==> config.mk <==
export PLATFORM = sky130hd
export DESIGN_NAME = shape_report_ctrl
export DESIGN_NICKNAME = d
export VERILOG_FILES = /design/src/rtl/shape_report_ctrl_pkg.sv /design/src/rtl/sync_2ff.sv /design/src/rtl/shape_report_ctrl.sv
export SDC_FILE = /design/constraint.sdc
export NUM_CORES = 1
export LEC_CHECK = 0
export CORE_MARGIN = 2
export CORE_UTILIZATION = 43
export CTS_CLUSTER_DIAMETER = 80
export DETAILED_ROUTE_END_ITERATION = 7
export HOLD_SLACK_MARGIN = 0.02
export SLEW_MARGIN = 15
export SYNTH_ARGS = -nofsm -noshare
export SYNTH_HDL_FRONTEND = slang
export SYNTH_SLANG_ARGS = --single-unit
==> constraint.sdc <==
create_clock -name CLK -period 2.74 [get_ports CLK]
set_input_delay 0.548 -clock CLK [delete_from_list [all_inputs] [get_ports CLK]]
set_output_delay 0.548 -clock CLK [all_outputs]
set_load 0.005 [all_outputs]
==> src/rtl/shape_report_ctrl_pkg.sv <==
// Shared definitions for the shape/colour report controller: result codes,
// handshake FSM states and the reportability rule.
package shape_report_ctrl_pkg;

  localparam logic [2:0] CODE_RED_DIAMOND  = 3'b001;
  localparam logic [2:0] CODE_RED_TRI      = 3'b010;
  localparam logic [2:0] CODE_RED_SQ       = 3'b011;
  localparam logic [2:0] CODE_BLUE_DIAMOND = 3'b100;
  localparam logic [2:0] CODE_BLUE_TRI     = 3'b101;
  localparam logic [2:0] CODE_BLUE_SQ      = 3'b110;
  localparam logic [2:0] CODE_NONE         = 3'b111;

  typedef enum logic [1:0] {
    IDLE = 2'd0,
    LOAD = 2'd1,
    REQ  = 2'd2,
    REL  = 2'd3
  } state_e;

  // "No colour" is only sent to the Arduino when the build asks for it.
  function automatic logic is_reportable(input logic [2:0] code, input logic report_null);
    is_reportable = (code != CODE_NONE) || report_null;
  endfunction

endpackage

==> src/rtl/sync_2ff.sv <==
// Two-flop synchroniser for asynchronous level inputs; both stages reset to 0.
module sync_2ff #(
  parameter int WIDTH = 1
) (
  input  logic             CLK,
  input  logic             RESET,
  input  logic [WIDTH-1:0] D,
  output logic [WIDTH-1:0] Q
);

  logic [WIDTH-1:0] meta_r;

  // Metastability filter: D -> meta_r -> Q.
  always_ff @(posedge CLK or posedge RESET) begin
    if (RESET) begin
      meta_r <= {WIDTH{1'b0}};
      Q      <= {WIDTH{1'b0}};
    end else begin
      meta_r <= D;
      Q      <= meta_r;
    end
  end

endmodule

==> src/rtl/shape_report_ctrl.sv <==
// Samples the image processor's RESULT once per frame, debounces it and reports
// each newly stable code to the Arduino over a 4-phase REQ/ACK handshake.
module shape_report_ctrl
  import shape_report_ctrl_pkg::*;
#(
  parameter int STABLE_FRAMES  = 3,
  parameter int TIMEOUT_CYCLES = 25_000_000,
  parameter bit REPORT_NULL    = 1'b1
) (
  input  logic       CLK,
  input  logic       RESET,
  input  logic       VGA_VSYNC_NEG,
  input  logic [2:0] RESULT_IN,
  input  logic       ARD_ACK,
  output logic [2:0] ARD_DATA,
  output logic       ARD_REQ,
  output logic [2:0] STABLE_RESULT,
  output logic [7:0] FRAME_COUNT,
  output logic       TIMEOUT_ERR
);

  localparam int               TMO_W      = $clog2(TIMEOUT_CYCLES + 1);
  localparam logic [3:0]       STABLE_MAX = 4'(STABLE_FRAMES);
  localparam logic [TMO_W-1:0] TMO_LAST   = TMO_W'(TIMEOUT_CYCLES - 1);
  localparam logic [TMO_W-1:0] TMO_ONE    = TMO_W'(1'b1);
  localparam logic [TMO_W-1:0] TMO_ZERO   = TMO_W'(1'b0);

  logic             vs_d_r;
  logic             samp_pend_r;
  logic [2:0]       cand_r;
  logic [3:0]       cnt_r;
  logic [2:0]       last_rep_r;
  logic             pend_r;
  logic [2:0]       pend_val_r;
  state_e           state_r;
  logic [TMO_W-1:0] tmo_r;

  logic             ack_sync_s;
  logic             e0_s;
  logic             load_start_s;
  logic [2:0]       cand_nxt_s;
  logic [3:0]       cnt_nxt_s;
  logic             stable_hit_s;
  logic             qualify_s;

  sync_2ff #(.WIDTH(1)) u_ack_sync (
    .CLK   (CLK),
    .RESET (RESET),
    .D     (ARD_ACK),
    .Q     (ack_sync_s)
  );

  assign e0_s         = VGA_VSYNC_NEG & ~vs_d_r;
  assign load_start_s = (state_r == IDLE) && pend_r && !ack_sync_s;

  // Candidate/count update that a sample of RESULT_IN would produce.
  always_comb begin
    cand_nxt_s   = cand_r;
    cnt_nxt_s    = cnt_r;
    stable_hit_s = 1'b0;
    qualify_s    = 1'b0;
    if (RESULT_IN == cand_r) begin
      cand_nxt_s = cand_r;
      cnt_nxt_s  = (cnt_r >= STABLE_MAX) ? STABLE_MAX : cnt_r + 4'd1;
    end else begin
      cand_nxt_s = RESULT_IN;
      cnt_nxt_s  = 4'd1;
    end
    stable_hit_s = (cnt_nxt_s == STABLE_MAX);
    qualify_s    = stable_hit_s && (cand_nxt_s != last_rep_r) &&
                   is_reportable(cand_nxt_s, REPORT_NULL);
  end

  // Frame sampler and debouncer; owns the one-deep pending report slot.
  always_ff @(posedge CLK or posedge RESET) begin
    if (RESET) begin
      vs_d_r        <= 1'b0;
      samp_pend_r   <= 1'b0;
      cand_r        <= CODE_NONE;
      cnt_r         <= 4'd0;
      STABLE_RESULT <= CODE_NONE;
      FRAME_COUNT   <= 8'd0;
      pend_r        <= 1'b0;
      pend_val_r    <= CODE_NONE;
    end else begin
      vs_d_r      <= VGA_VSYNC_NEG;
      samp_pend_r <= e0_s;
      if (load_start_s) begin
        pend_r <= 1'b0;
      end
      // Placed after the load clear so a same-cycle new report stays pending.
      if (samp_pend_r) begin
        FRAME_COUNT <= FRAME_COUNT + 8'd1;
        cand_r      <= cand_nxt_s;
        cnt_r       <= cnt_nxt_s;
        if (stable_hit_s) begin
          STABLE_RESULT <= cand_nxt_s;
        end
        if (qualify_s) begin
          pend_r     <= 1'b1;
          pend_val_r <= cand_nxt_s;
        end else if (cand_nxt_s == last_rep_r) begin
          pend_r <= 1'b0;
        end
      end
    end
  end

  // Handshake FSM; data is launched on entry to LOAD so it leads REQ by a cycle.
  always_ff @(posedge CLK or posedge RESET) begin
    if (RESET) begin
      state_r     <= IDLE;
      ARD_REQ     <= 1'b0;
      ARD_DATA    <= CODE_NONE;
      last_rep_r  <= CODE_NONE;
      tmo_r       <= TMO_ZERO;
      TIMEOUT_ERR <= 1'b0;
    end else begin
      case (state_r)
        IDLE: begin
          tmo_r <= TMO_ZERO;
          if (load_start_s) begin
            ARD_DATA <= pend_val_r;
            state_r  <= LOAD;
          end
        end
        LOAD: begin
          ARD_REQ <= 1'b1;
          tmo_r   <= TMO_ZERO;
          state_r <= REQ;
        end
        REQ: begin
          if (ack_sync_s) begin
            last_rep_r <= ARD_DATA;
            ARD_REQ    <= 1'b0;
            tmo_r      <= TMO_ZERO;
            state_r    <= REL;
          end else if (tmo_r == TMO_LAST) begin
            ARD_REQ     <= 1'b0;
            TIMEOUT_ERR <= 1'b1;
            tmo_r       <= TMO_ZERO;
            state_r     <= IDLE;
          end else begin
            tmo_r <= tmo_r + TMO_ONE;
          end
        end
        REL: begin
          if (!ack_sync_s) begin
            tmo_r   <= TMO_ZERO;
            state_r <= IDLE;
          end else if (tmo_r == TMO_LAST) begin
            TIMEOUT_ERR <= 1'b1;
            tmo_r       <= TMO_ZERO;
            state_r     <= IDLE;
          end else begin
            tmo_r <= tmo_r + TMO_ONE;
          end
        end
        default: begin
          ARD_REQ <= 1'b0;
          tmo_r   <= TMO_ZERO;
          state_r <= IDLE;
        end
      endcase
    end
  end

endmodule
; Word level (Yosys, flattened, before mapping)
; Cells that the tools add are included.
[classes]
add_sub_neg = 3
mul = 0
div = 0
order_cmp = 1
eq_ne = 12
shifts = 0
mux = 23
bitwise = 2
n_reduce_logical = 14
[op_table]
columns = cell, count
row1 = $mux 25, 3
row2 = $pmux 25 s3, 1
row3 = $add 25x1->25 const B, 1
row4 = $eq 25x25->1 const B, 1
row5 = $reduce_and 2->1, 5
row6 = $mux 1, 9
row7 = $add 8x1->8 const B, 1
row8 = $mux 2, 4
row9 = $mux 4, 2
row10 = $pmux 2 s4, 1
row11 = $eq 3x3->1, 2
row12 = $add 4x1->4 const B, 1
row13 = $eq 2x2->1 const B, 2
row14 = $eq 4x2->1 const B, 1
row15 = $ge 4x2->1 const B, 1
row16 = $ne 2x2->1 const B, 2
row17 = $pmux 1 s2, 2
row18 = $reduce_bool 2->1, 2
row19 = $logic_and 1x1->1, 3
row20 = $mux 3, 1
row21 = $ne 3x2->1 const B, 1
row22 = $ne 3x3->1, 1
row23 = $reduce_and 3->1, 1
row24 = $eq 2x1->1 const B, 1
row25 = other kinds (6), 6
[totals]
regBits = 61
latch_bits = 0
ramBits = 0
rom_bits = 0
inputBits = 7
out_inout_bits = 16
word_cells = 71
mem_count = 0

; Logic depth before layout (Yosys ltp)
; Gate-level depths: netlist of the first run.
[logic_depth]
ltp_word = 7
mapped_depth = 7
mapped_depth_nobuf = 6

; Cells and area by module
; From an unflattened synthesis of the first run, not the netlist that was laid out.
[unflattened]
cells_unflattened = 251
hier_area_um2 = 2781.4
[by_module_without_submodules]
columns = module, instances, cells_each, area_per_inst_um2, seq_area_each_um2
row1 = shape_report_ctrl, 1, 248, 2727.6, 1495.2
row2 = sync_2ff, 1, 3, 53.8, 50.0

; Worst setup path after synthesis of the first run
; Ideal clock, no wire load.
[synth_path]
kind = reg-to-reg
from = reg tmo_r[7]
to = reg tmo_r[23]
setup_ns = 0.130
arrival_ns = 1.614
required_time_ns = 2.610
setup_slack_ns = 0.996
path_stages_with_launch = 6
n_path_buf = 1
period_less_slack_ns = 1.744
cell_sequence = dfrtp_1 > nor4b_1 > nand3_1 > o41ai_4 > buf_6 > a21oi_1
[synth_via]
elab_chain_cells = 4
elab_cells_between_ends = 6
cone_classes = add/sub (1) / eq/ne (1) / mux (4)
[synth_rtl]
columns = element, line
row1 = "start, declared", shape_report_ctrl.sv:36  ; logic [TMO_W-1:0] tmo_r;
row2 = "start signal, assigned", shape_report_ctrl.sv:144  ; tmo_r <= tmo_r + TMO_ONE;
row3 = "start signal, assigned", shape_report_ctrl.sv:156  ; tmo_r <= tmo_r + TMO_ONE;
row4 = $add 25x1->25 or $eq 25x25->1 (tied branches), --
row5 = $mux 25 (*), "shape_report_ctrl.sv:138, shape_report_ctrl.sv:151"
row6 = "$mux 25, on equally long branches", "shape_report_ctrl.sv:148, shape_report_ctrl.sv:133"
row7 = $pmux 25 s3 (*), shape_report_ctrl.sv:119  ; case (state_r)
; Mark *: on every way between the ends. The rest lies on a longest branch, timed or not.
; A chain may end at the register's enable or synchronous reset.

; Worst setup path after layout of the first run
[layout_path]
from = reg tmo_r[2]
to = reg tmo_r[23]
; Same word-level chain as after synthesis.

==> key figures, run 1 <==
Status
  • Status: finished, final reports clean

Setup path
  • WP data arrival: 2260 ps
  • R2R setup slack: 740 ps
  • Family with the most delay on the worst path: simple AND/OR/NAND/NOR gates
  • RR Startpoint: tmo_r[2]
  • Critical-path top delay cell: or4_1
  • CP Capture Type: flip-flop
  • Critical Path Source: tmo_r[2]
  • CP Cell Sequence: and4_1, nand4_2, or4_1, a21oi_1
  • Worst setup SP type: flip-flop
  • Crit Path Class: flip-flop to flip-flop
  • CP Max Fanout: 12
  • Worst endpoint required time: 3000 ps
  • Max incr delay on CP: 560 ps
  • Worst Path Buf+Inv: 0

Die
  • # rows: 30
  • Starting Density: 43.9%
  • Die area: 7540 um^2
  • Die X: 86.8 um
  • Top Ports: 23
  • Die H: 86.8 um
  • Core area: 6720 um^2

Place
  • I/O Buffers: 22
  • Dpl hpwl: 3.33 mm
  • Area after DPL: 3230 um^2
  • Gpl congestion: 0.763

Clock tree
  • Postcts setup bufs: 0
  • # resized after CTS: 0
  • TritonCTS buffer count: 9
  • Clock Latency Late Sink: 340 ps
  • CTS Root Cell: clkbuf_8
  • Hold_buf cts: 0
  • CTS Sinks: 61
  • CTS tree: done
  • CTS clk-pin slew, worst paths: 80 ps
  • CTS HTree Levels: 3
  • Max clock buf depth: 2

Layout
  • Final core utilization: 51.2%
  • Layout cells sized above 1: 20.1%
  • Number of diodes: 0
  • Net count, final: 302
  • Fin area: 3440 um^2
  • Area Overhead vs Synth: 16.7%

Global route
  • Initial antenna violation count: 0
  • Number of global-route vias before repair: 1,941
  • GRT overflow: 0
  • First-pass GRT wire length: 8.99 mm
  • Total global-route track usage: 15.4%
  • Pin count of the biggest net entering global routing: 62

Timing
  • Slew @ Worst Pin: 517 ps
  • Highest Clock Rate: 499 MHz
  • Relative slew slack: 65.6%
  • Min Tclk post-route: 2000 ps
  • Final period utilization: 73.1%
  • TNS Setup: 0 ps
  • RSZ-0062 raised after global routing: false
  • Final Hold Fails: 0
  • Slew Limit Fails: 0
  • Final setup viols: 0
  • Clock Skew: 10.7 ps

Power
  • P_sw: 0.805 mW
  • Pwr Density: 779 nW/um^2
  • Reg power frac: 45.1%
  • Max VDD drop: 438 uV
  • Clock Power Share: 31.0%
  • Internal: 1.88 mW
  • Leakage: 1.42 nW
  • Switch share: 30.0%
  • Final Power: 2.68 mW
  • Combinational share of power: 23.9%

Worst hold path
  • Min-delay src: u_ack_sync.meta_r
  • Hold Path Class: flip-flop to flip-flop

Detailed routing
  • Final WL: 5.23 mm
  • ANT nets after route: 0
  • Vias: 2,008
  • DRT iter0 DRCs: 61
  • Avg Vias per Cell: 5.38
  • Routed wire per std cell: 14.0 um
  • Total iterations of the first detailed-routing run: 4
  • DRC viols: 0

Yosys
  • Sequential area share after synthesis: 52.4%
  • Ys Warns: 0
  • Avg Cell Area, Syn: 11.3 um^2
  • Synth cell types: 43
  • Ys async rst share: 100%
  • Syn Std Cell Area: 2950 um^2
  • Syn Nets: 275
  • Mapped Cells: 261
  • EDFF count, synth: 0
  • Seq cells post-synth: 61
  • Top_reg_cell synth: dfrtp_1

Run
  • Max Cap Viol: 0
==> worst register-to-register path, delay by kind of cell, from the launching register on <==
| family | cells | cell delay (ps) |
|---|---|---|
| AOI/OAI and AO/OA | 1 | 170 |
| DFF | 1 | 410 |
| and+or+nand+nor | 3 | 1340 |
==> final timing paths <==
check                                  to  cells after the start
min in group asynchronous  FRAME_COUNT[7]                      3
setup / recovery                tmo_r[23]                      4
hold / removal               u_ack_sync.Q                      0
max in group asynchronous       cand_r[1]                      3
hold reg to reg              u_ack_sync.Q                      0
setup reg to reg                tmo_r[23]                      4
==> cells in the mapped netlist, types with 2 or more instances <==
cell type  instances  area (um^2)
a21oi_1           12         60.1
and2_1             2         12.5
and3_1             5         31.3
buf_6              5         56.3
clkbuf_1           3         11.3
dfrtp_1           46         1150
dfstp_2           15          394
ha_1               7         87.6
inv_1             10         37.5
mux2_2            16          180
nand2_1           17         63.8
nand3_1           12         60.1
nand4_1           10         62.6
nor2_1            17         63.8
nor2b_1            4         25.0
nor3_1             3         15.0
o21ai_0           13         65.1
o31ai_1            6         45.0
o41ai_1            3         26.3
or3_1              4         25.0
or4_1              5         37.5
or4b_1             3         30.0
xnor2_1           11         96.3
xor2_1            13          114
==> cells by family (layout without fill, tap and decap cells) <==
family	count (synthesis)	count (layout)	synth area share, %
buffers and inverters	19	51	3.69
AOI/OAI and AO/OA	41	41	9.33
DFF	61	61	52.4
xor gates and xnor gates	24	24	7.12
and+or+nand+nor	92	92	18.1
muxes	17	17	6.45
adders and majority gates	7	7	2.97
==> layout make-up <==
| cell class | count | area (um^2) |
|---|---|---|
| sequential | 61 | 1550 |
| fill | 616 | 3280 |
| clock inverter | 6 | 71.3 |
| multi-input combinational | 181 | 1300 |
| clock buffer | 10 | 138 |
| timing repair buffer | 25 | 255 |
| inverter | 10 | 37.5 |
| tap | 80 | 100 |
==> layer usage <==
metal  wire length (um)  track usage (%)  up-vias
met1               2580             20.0      982
met4                 89             6.39        0
met2               2410             23.7       28
met3                146             4.67        8
li1                   -                -      990
met5                  0                0        -
==> power by group through the flow <==
| stage | clock network (mW) | registers, mW | logic (mW) |
|---|---|---|---|
| 3_5_place_dp | 0 | 1.23 | 0.645 |
| 3_3_place_gp | 0 | 1.23 | 0.637 |
| 2_1_floorplan | 0 | 1.20 | 0.419 |
| 6_report | 0.831 | 1.21 | 0.642 |
| 4_1_cts | 0.855 | 1.21 | 0.652 |
| 5_1_grt | 0.908 | 1.24 | 0.721 |
==> layout by cell type (no fill, tap or decap), drive strengths merged, types with 2 or more instances in the layout <==
cell type,netlist,routed
clkbuf,3,10
clkinv,0,2
buf,6,3
and4,2,2
o21ai,13,13
or4,6,6
clkinvlp,0,2
inv,10,11
ha,7,7
nand2,18,18
xor2,13,13
nor2b,4,4
clkdlybuf4s50,0,22
o31ai,6,6
a21oi,13,13
nor4b,2,2
o41ai,4,4
mux2,16,16
or3,4,4
nand3,12,12
dfstp,15,15
nor2,17,17
or4b,3,3
and3,5,5
dfrtp,46,46
nand4,12,12
nor3,3,3
and2,2,2
xnor2,11,11
==> state kept, by name, summed over array words and instances, names as in the netlist <==
register,cells
state_r,2
pend_r,1
last_rep_r,3
tmo_r,25
cand_r,3
u_ack_sync.Q,1
TIMEOUT_ERR,1
samp_pend_r,1
FRAME_COUNT,8
vs_d_r,1
ARD_DATA,3
cnt_r,4
ARD_REQ,1
pend_val_r,3
u_ack_sync.meta_r,1
STABLE_RESULT,3
==> per-stage QoR <==
step	std cells	setup slack (ps)	hold WS, ps
global route	373	598	373
global placement	357	439	339
CTS	373	730	355
detailed placement	357	376	336
floorplan	261	704	331
finish	373	736	352
No activity file was read; power rests on OpenSTA's default activity.
==> run 2, diff against run 1 <==
==> constraint.sdc (replaced) <==
create_clock -name CLK -period 1.8 [get_ports CLK]
set_input_delay 0.36 -clock CLK [delete_from_list [all_inputs] [get_ports CLK]]
set_output_delay 0.36 -clock CLK [all_outputs]
set_load 0.005 [all_outputs]
==> key figures, run 2 (same netlist as run 1, synthesis figures left out) <==
Timing
  • Final setup viols: 0
  • Slew @ Worst Pin: 413 ps
  • RSZ-0062 raised after global routing: true
  • Relative slew slack: 72.2%
  • TNS Setup: 0 ps
  • Slew Limit Fails: 0
  • Final period utilization: 97.6%
  • Clock Skew: 8.49 ps
  • Min Tclk post-route: 1760 ps
  • Highest Clock Rate: 569 MHz
  • Final Hold Fails: 0

Setup path
  • CP Max Fanout: 6
  • Worst endpoint required time: 2040 ps
  • CP Capture Type: flip-flop
  • Worst R2R End: tmo_r[6]
  • WP data arrival: 1990 ps
  • Crit Path Class: flip-flop to flip-flop
  • RR Startpoint: tmo_r[6]
  • R2R setup slack: 40 ps
  • Worst setup SP type: flip-flop
  • Worst reg2reg path depth: 6

Layout
  • Most flop-heavy register: tmo_r
  • Biggest regs: tmo_r (25), FRAME_COUNT (8), cnt_r (4)
  • Max reg flops: 25
  • Layout cells sized above 1: 32.3%
  • Final core utilization: 56.0%
  • Most common cell after layout, fill and taps aside: dfrtp_1
  • Number of diodes: 0
  • Area Overhead vs Synth: 27.6%
  • Commonest cells after routing, fill and taps aside: dfrtp_1, buf_4, clkdlybuf4s50_1
  • Net count, final: 328

Global route
  • Pin count of the biggest net entering global routing: 62
  • GR Layer Usage met3: 5.24%
  • M1 GR Usage: 21.2%
  • Initial antenna violation count: 0
  • Met2 GRT Util: 25.5%
  • GRT overflow: 0
  • First-pass GRT wire length: 9.60 mm
  • Grt peak-use layer: met2
  • Number of global-route vias before repair: 2,061
  • Total global-route track usage: 16.6%

Detailed routing
  • ANT nets after route: 0
  • Total iterations of the first detailed-routing run: 4
  • DRC viols: 0
  • Final WL: 5.59 mm
  • Avg Vias per Cell: 5.27
  • Routed wire per std cell: 14.0 um
  • Vias: 2,102
  • DRT iter0 DRCs: 38

Die
  • Die area: 7540 um^2
  • Die X: 86.8 um
  • Core area: 6720 um^2
  • Die H: 86.8 um
  • Starting Density: 43.9%
  • # rows: 30
  • Top Ports: 23

Worst hold path
  • Min-delay src: u_ack_sync.meta_r
  • Hold endpoint: u_ack_sync.Q
  • Hold path cells: 0
  • Hold Path Class: flip-flop to flip-flop

Power
  • Leakage: 1.61 nW
  • Switch share: 30.8%
  • Internal: 2.97 mW
  • Final Power: 4.30 mW
  • Max VDD drop: 667 uV
  • P_sw: 1.32 mW
  • Clock Power Share: 28.7%
  • Combinational share of power: 28.3%
  • Pwr Density: 1140 nW/um^2
  • Reg power frac: 43.0%

Clock tree
  • CTS HTree Levels: 3
  • CTS Sinks: 61
  • CTS clk-pin slew, worst paths: 80 ps
  • CTS tree: done
  • Clock Latency Late Sink: 350 ps
  • CTS Root Cell: clkbuf_8
  • Hold_buf cts: 0
  • TritonCTS buffer count: 9
  • Max clock buf depth: 2

Place
  • Gpl congestion: 0.766
  • I/O Buffers: 22
  • Dpl hpwl: 3.77 mm

Run
  • Max Cap Viol: 0

Status
  • Status: finished, final reports clean
[run 2: power groups by stage]
stage	combinational, mW	clock, mW	sequential (mW)
4_1_cts	1.06	1.27	1.85
2_1_floorplan	0.638	0	1.83
3_5_place_dp	1.05	0	1.87
6_report	1.22	1.24	1.85
3_3_place_gp	1.04	0	1.86
5_1_grt	1.35	1.35	1.88
[run 2: critical path, stage by stage (launching register included)]
cell       delay (ps)
dfrtp_2           450
nor4b_4           310
nand3_2           160
o41ai_4           350
buf_6             180
clkbuf_16         160
nor2_2             40
[run 2: worst max-delay path by stage]
| stage | startpoint | to | slack, ps |
|---|---|---|---|
| after floorplan | tmo_r[7] | tmo_r[23] | 60 |
| after global routing | tmo_r[6] | tmo_r[6] | -20 |
| after detailed placement | RESULT_IN[1] | STABLE_RESULT[2] | -90 |
| final | tmo_r[6] | tmo_r[6] | 40 |
| after CTS | tmo_r[10] | tmo_r[17] | 20 |
| after global placement | RESULT_IN[1] | pend_val_r[0] | -30 |
[run 2: per-stage QoR]
step,worst slack [ps],hold slack (ps),cell area [um^2],instances
floorplan,55.9,331,2950,261
global placement,-32.1,337,3410,380
detailed placement,-87.2,340,3410,380
CTS,16.6,358,3630,396
global route,-24.2,366,3760,399
finish,43.0,357,3760,399
[run 2: layout make-up]
class / count / area [um^2]
fill: 579 / 2950
sequential: 61 / 1550
multi-input combinational: 181 / 1380
timing repair buffer: 51 / 494
clock buffer: 9 / 124
tap: 80 / 100
clock inverter: 7 / 75.1
inverter: 10 / 41.3
[run 2: what timing repair did]
item                       in CTS  in global routing
cloned                          0                  2
setup endpoints to repair      27                 32
buffers inserted                0                  1
resized for setup               4                 31
pin swaps                       1                  6
[run 2: layer usage]
layer  wire length [um]  vias up
met3                173       11
met4                119        0
met1               2560     1017
met5                  0        -
met2               2730       27
li1                   -     1047
